===== config.mk =====
export PLATFORM = sky130hd
export DESIGN_NAME = dual_issue_dispatcher
export DESIGN_NICKNAME = d
export VERILOG_FILES = /design/src/rtl/dual_issue_dispatcher.sv
export SDC_FILE = /design/constraint.sdc
export NUM_CORES = 1
export LEC_CHECK = 0
export CAP_MARGIN = 20
export CORE_UTILIZATION = 23
export DETAILED_ROUTE_END_ITERATION = 6
export SYNTH_ARGS = -nofsm -noshare
export SYNTH_HDL_FRONTEND = slang
export SYNTH_SLANG_ARGS = --single-unit

===== constraint.sdc =====
create_clock -name clk -period 8.9 [get_ports clk]
set_clock_uncertainty 0.1 [all_clocks]
set_input_delay 1.78 -clock clk [delete_from_list [all_inputs] [get_ports clk]]
set_output_delay 1.78 -clock clk [all_outputs]
set_load 0.02 [all_outputs]

===== src/rtl/dual_issue_dispatcher.sv =====
// Dual-issue dispatcher: hazard check against the in-flight register table,
// lane selection between two processors, and one-cycle boot/dispatch pulses.
module dual_issue_dispatcher #(
    parameter int REGISTER_AMOUNT = 32,
    parameter int REG_CTN_WIDTH   = $clog2(REGISTER_AMOUNT),
    parameter int INSTR_WIDTH     = 32
) (
    input  logic                         clk,
    input  logic                         rst,
    input  logic                         instr_valid,
    output logic                         instr_ready,
    input  logic [INSTR_WIDTH-1:0]       instr_word,
    input  logic [REG_CTN_WIDTH-1:0]     instr_rs1,
    input  logic [REG_CTN_WIDTH-1:0]     instr_rs2,
    input  logic [REG_CTN_WIDTH-1:0]     instr_rd,
    input  logic [REG_CTN_WIDTH-1:0]     instr_rd2,
    input  logic [REG_CTN_WIDTH-1:0]     instr_rd3,
    input  logic                         instr_three_dest,
    input  logic                         instr_barrier,
    input  logic [0:REGISTER_AMOUNT-1]   processing_register_table,
    input  logic                         synchronized_processors,
    input  logic                         processor_idle_1,
    input  logic                         processor_idle_2,
    output logic                         boot_renew_register_1,
    output logic                         boot_renew_register_2,
    output logic                         boot_renew_3registers_2,
    output logic [REG_CTN_WIDTH*3-1:0]   register_num,
    output logic                         dispatch_valid_1,
    output logic                         dispatch_valid_2,
    output logic [INSTR_WIDTH-1:0]       dispatch_word
);

    typedef enum logic [1:0] {FREE, LAUNCHED, RUNNING} lane_state_t;

    localparam logic [REG_CTN_WIDTH-1:0] LAST_SAFE = REG_CTN_WIDTH'(1);

    lane_state_t                 lane_1, lane_1_nxt, lane_2, lane_2_nxt;
    logic [0:REGISTER_AMOUNT-1]  shadow, hazard_mask, dest_mask;
    logic [REG_CTN_WIDTH*3-1:0]  reg_num_nxt;
    logic avail_1, avail_2, sel_lane_2, sel_avail, barrier_ok;
    logic hz_rs1, hz_rs2, hz_rd, hz_rd2, hz_rd3, hazard;
    logic accept, dispatch, rd_nonzero;

    // Hazard detection, lane selection and handshake.
    always_comb begin
        hazard_mask = processing_register_table | shadow;
        // Registers 0 and 1 are hardwired and never tracked as hazards.
        hz_rs1 = (instr_rs1 > LAST_SAFE) && hazard_mask[instr_rs1];
        hz_rs2 = (instr_rs2 > LAST_SAFE) && hazard_mask[instr_rs2];
        hz_rd  = (instr_rd  > LAST_SAFE) && hazard_mask[instr_rd];
        hz_rd2 = (instr_rd2 > LAST_SAFE) && hazard_mask[instr_rd2];
        hz_rd3 = (instr_rd3 > LAST_SAFE) && hazard_mask[instr_rd3];
        hazard = hz_rs1 | hz_rs2 | hz_rd | (instr_three_dest & (hz_rd2 | hz_rd3));

        avail_1    = (lane_1 == FREE) && processor_idle_1;
        avail_2    = (lane_2 == FREE) && processor_idle_2;
        // Three-destination ops only exist on processor 2; otherwise prefer lane 1.
        sel_lane_2 = instr_three_dest | ~avail_1;
        sel_avail  = sel_lane_2 ? avail_2 : avail_1;

        barrier_ok = (lane_1 == FREE) && (lane_2 == FREE) && processor_idle_1 &&
                     processor_idle_2 && synchronized_processors &&
                     (processing_register_table == '0);

        instr_ready = ~rst & instr_valid &
                      (instr_barrier ? barrier_ok : (~hazard & sel_avail));
        accept      = instr_valid & instr_ready;
        dispatch    = accept & ~instr_barrier;
        rd_nonzero  = (instr_rd != '0);
    end

    // Destination mask for the shadow and the packed register_num value.
    always_comb begin
        dest_mask            = '0;
        dest_mask[instr_rd]  = 1'b1;
        reg_num_nxt          = '0;
        reg_num_nxt[REG_CTN_WIDTH-1:0] = instr_rd;
        if (instr_three_dest) begin
            dest_mask[instr_rd2] = 1'b1;
            dest_mask[instr_rd3] = 1'b1;
            reg_num_nxt[2*REG_CTN_WIDTH-1:REG_CTN_WIDTH]   = instr_rd2;
            reg_num_nxt[3*REG_CTN_WIDTH-1:2*REG_CTN_WIDTH] = instr_rd3;
        end
    end

    // Lane state registers.
    always_ff @(posedge clk or posedge rst) begin
        if (rst) begin
            lane_1 <= FREE;
            lane_2 <= FREE;
        end else begin
            lane_1 <= lane_1_nxt;
            lane_2 <= lane_2_nxt;
        end
    end

    // Lane next-state: launched on dispatch, running once busy, free once idle again.
    always_comb begin
        lane_1_nxt = lane_1;
        lane_2_nxt = lane_2;
        case (lane_1)
            FREE:     if (dispatch && !sel_lane_2) lane_1_nxt = LAUNCHED;
            LAUNCHED: if (!processor_idle_1)       lane_1_nxt = RUNNING;
            RUNNING:  if (processor_idle_1)        lane_1_nxt = FREE;
            default:                               lane_1_nxt = FREE;
        endcase
        case (lane_2)
            FREE:     if (dispatch && sel_lane_2)  lane_2_nxt = LAUNCHED;
            LAUNCHED: if (!processor_idle_2)       lane_2_nxt = RUNNING;
            RUNNING:  if (processor_idle_2)        lane_2_nxt = FREE;
            default:                               lane_2_nxt = FREE;
        endcase
    end

    // One-cycle dispatch/boot pulses and the shadow covering the table's update lag.
    always_ff @(posedge clk or posedge rst) begin
        if (rst) begin
            shadow                  <= '0;
            dispatch_valid_1        <= 1'b0;
            dispatch_valid_2        <= 1'b0;
            dispatch_word           <= '0;
            register_num            <= '0;
            boot_renew_register_1   <= 1'b0;
            boot_renew_register_2   <= 1'b0;
            boot_renew_3registers_2 <= 1'b0;
        end else begin
            shadow                  <= dispatch ? dest_mask : '0;
            dispatch_valid_1        <= dispatch & ~sel_lane_2;
            dispatch_valid_2        <= dispatch & sel_lane_2;
            dispatch_word           <= dispatch ? instr_word : '0;
            register_num            <= dispatch ? reg_num_nxt : '0;
            boot_renew_register_1   <= dispatch & ~sel_lane_2 & rd_nonzero;
            boot_renew_register_2   <= dispatch & sel_lane_2 & ~instr_three_dest & rd_nonzero;
            boot_renew_3registers_2 <= dispatch & instr_three_dest & rd_nonzero;
        end
    end

endmodule


==> run_results.csv <==
group,metric,value,unit
status,outcome,"complete, but fails checks",
status,violations,"design-rule violations",
power_and_ir_drop,vdd_drop_max,93.7,uV
logic_synthesis,ys.flop_type,"dfrtp_1",
route,drt-vias-per-instance,5.41,
sta,finalMaxSlewViolations,0,
logic_synthesis,syn_inst,623,
clock_tree,postCtsHoldBufs,0,
logic_synthesis,synth-seq-area-share,41.3,%
sta,setup_viol,0,
grt,grt_antenna_before_repair,0,
clock_tree,cts_resized,0,
logic_synthesis,synth_area_leaders,"dfrtp_1 41%, nor2_1 8.6%, nor3_1 5.5%",
route,vias,5576,
route,met1_length,8920,um
sta,worst_pin_slew,0.995,ns
final_layout,insertedDiodeCount,0,
logic_synthesis,yosysMostFrequentCell,"nor2_1",
logic_synthesis,synth_edf_count,0,
route,routed-wl-met2,9610,um
route,dr.max_layer_used,"met4",
logic_synthesis,synthesis.area,5330,sq um
placed_design,port_buffers,149,
final_layout,layout-drive-gt1-share,6.17,%
sta,fin_crit,6.88,ns
critical_path,path_common_cell,"clkdlybuf4s50_1",
sta,setup_tns,0,ns
logic_synthesis,async_flop_share,100,%
final_layout,final_cell_count_no_fill,1030,
route,first_pass_iters,7,
die,dieWidth,154,um
die,core,22700,sq um
logic_synthesis,syn-num-nets,720,
logic_synthesis,yosys.area.top_type_share,41.3,%
sta,fin_crit_sh,77.3,%
logic_synthesis,synth-warning-count,0,
route,drc,1,
clock_tree,cts_made_buffers,9,
clock_tree,cts_setup_buffers,0,
placed_design,dp.cells,1014,
placed_design,dp_hpwl,15400,um
grt,grt_max_degree,84,
sta,grt_setup_unrepaired,"no",
die,ios,150,
placed_design,placed_cell_area,6970,sq um
logic_synthesis,yosysUniqueCellTypes,55,
min_path,hp-class,"flip-flop to flip-flop",
power_and_ir_drop,leakagePower,0.00293,uW
power_and_ir_drop,power_density,135,nW/um^2
critical_path,cp_cell_sequence,"clkdlybuf4s50_1 -> mux4_2 -> a2111oi_0 -> a211oi_2 -> nand4_1 -> nand2_1 -> clkdlybuf4s50_1",
placed_design,gp_congestion,0.949,
sta,clock.fmax,145,MHz
final_layout,nets,838,
grt,grt_pass1_vias,5388,
critical_path,setup.worst_path.start_class,"primary input",
grt,grt_pass1_wl,32400,um
sta,finalHoldViolations,0,
grt,gr-usage-all-layers,18.1,%
sta,fin_hold_ws,0.379,ns
die,die-area,23800,sq um
clock_tree,clock_sinks,88,
logic_synthesis,ys_ff_latch,88,
critical_path,crit_required,7.02,ns
route,wl,21200,um
sta,maxSlewHeadroom,33.5,%
die,die-height,154,um
logic_synthesis,synth_top_cell_by_area,"dfrtp_1",
final_layout,syn2layout_area_growth,36.5,%
critical_path,crit_type,"primary input to output port",
route,dr_wl_met3,2270,um
grt,gr-total-overflow,0,
clock_tree,cts_root_buf,"clkbuf_16",
clock_tree,cts_max_level,3,
clock_tree,clockBufferDepth,2,
critical_path,cp_max_fo,19,
job,drv_cap,0,
clock_tree,clk_pin_slew,0.07,ns
route,first_iter_violations,702,
clock_tree,cts_tree,"built",
critical_path,cp-end-kind,"output port",
die,start_util,23.5,%
die,rows,55,
critical_path,crit_path_top_delay_cell,"clkdlybuf4s50_1",
logic_synthesis,synth_common_cells,"122 x nor2_1, 88 x dfrtp_1, 59 x nor3_1",
critical_path,cp_data_arrival_time,5.00,ns
route,wl_per_cell,20.6,um
logic_synthesis,syn_avg_cell_area,8.56,sq um
critical_path,slowest_delay,0.89,ns
route,ant_nets,0,
clock_tree,clkLatencyLatePin,0.36,ns
final_layout,stdcell_area,7280,sq um
critical path: cells and delay by family:
| kind | cells | cell delay, ns |
|---|---|---|
| AO/OA/AOI/OAI | 2 | 0.95 |
| multiplexers | 1 | 0.58 |
| buffers and inverters | 2 | 1.44 |
| AND/OR/NAND/NOR | 2 | 0.23 |
flip-flops by register name (all words and copies together) (netlist names), 2 cells and up:
| signal | cells |
|---|---|
| shadow | 32 |
| lane_1 | 2 |
| lane_2 | 2 |
| register_num | 15 |
| dispatch_word | 32 |
per-stage QoR:
| step | power [uW] | setup slack [ns] | util, % |
|---|---|---|---|
| final | 985 | 2.02 | 32.1 |
| after global routing | 1030 | 1.89 | 32.1 |
| after CTS | 997 | 1.83 | 32.0 |
| after global placement | 597 | 1.89 | 30.7 |
| after floorplan | 509 | 1.99 | - |
| after detailed placement | 597 | 1.83 | 30.7 |
layer usage:
layer  vias up  track usage, %
met4         0            5.99
met3        30            5.10
met5         -               0
li1       2505               -
met2       330            27.5
met1      2711            24.6
report_power, final:
group	switching, uW	internal, uW	total [uW]	leakage (uW)
Clock	174	218	393	0.000142
Sequential	0.563	401	402	0.00123
Combinational	109	81.9	191	0.00156
kinds of logic (layout without fill, tap and decap cells):
family / Yosys count / in the layout / share of synthesized area (%)
muxes: 15 / 15 / 5.68
buffers and inverters: 92 / 214 / 7.74
AOI/OAI and AO/OA: 147 / 147 / 19.6
xor gates and xnor gates: 2 / 2 / 0.328
and+or+nand+nor: 279 / 279 / 25.4
DFF: 88 / 88 / 41.3
cell type report:
type | instances | area (sq um)
clock inverters | 6 | 68.8
clock buffers | 9 | 225
well taps | 285 | 357
repair buffers | 155 | 1540
fillers | 2419 | 15400
multi-input cells | 443 | 2720
flip-flops and latches | 88 | 2200
inverters | 44 | 168
final timing paths:
check	from	endpoint	slack [ns]	cells past startpoint
max	instr_rs1[0]	instr_ready	2.02	7
min	lane_2[1]$_DFFE_PP0P_	lane_2[0]$_DFFE_PP0P_	0.38	1
max reg2reg	shadow[22]$_DFF_PP0_	shadow[23]$_DFF_PP0_	5.50	7
min reg2reg	lane_2[1]$_DFFE_PP0P_	lane_2[0]$_DFFE_PP0P_	0.38	1
max in group asynchronous	rst	shadow[0]$_DFF_PP0_	5.85	3
min in group asynchronous	rst	dispatch_word[2]$_DFF_PP0_	1.67	2
placed cells by master (no fill, tap or decap), drive strengths merged, types with 4 or more instances in the layout:
| master | synthesis | routed |
|---|---|---|
| a2111oi | 10 | 10 |
| a211oi | 25 | 25 |
| a21oi | 20 | 20 |
| a22oi | 31 | 31 |
| and2 | 4 | 4 |
| buf | 22 | 6 |
| clkbuf | 26 | 9 |
| clkdlybuf4s50 | 0 | 149 |
| dfrtp | 88 | 88 |
| inv | 44 | 46 |
| mux4 | 12 | 12 |
| nand2 | 28 | 28 |
| nand2b | 8 | 8 |
| nand3b | 5 | 5 |
| nand4 | 4 | 4 |
| nor2 | 122 | 122 |
| nor3 | 59 | 59 |
| nor3b | 11 | 11 |
| nor4 | 14 | 14 |
| o21ai | 8 | 8 |
| o22ai | 33 | 33 |
| or3b | 7 | 7 |
No activity file was read; power rests on OpenSTA's default activity.
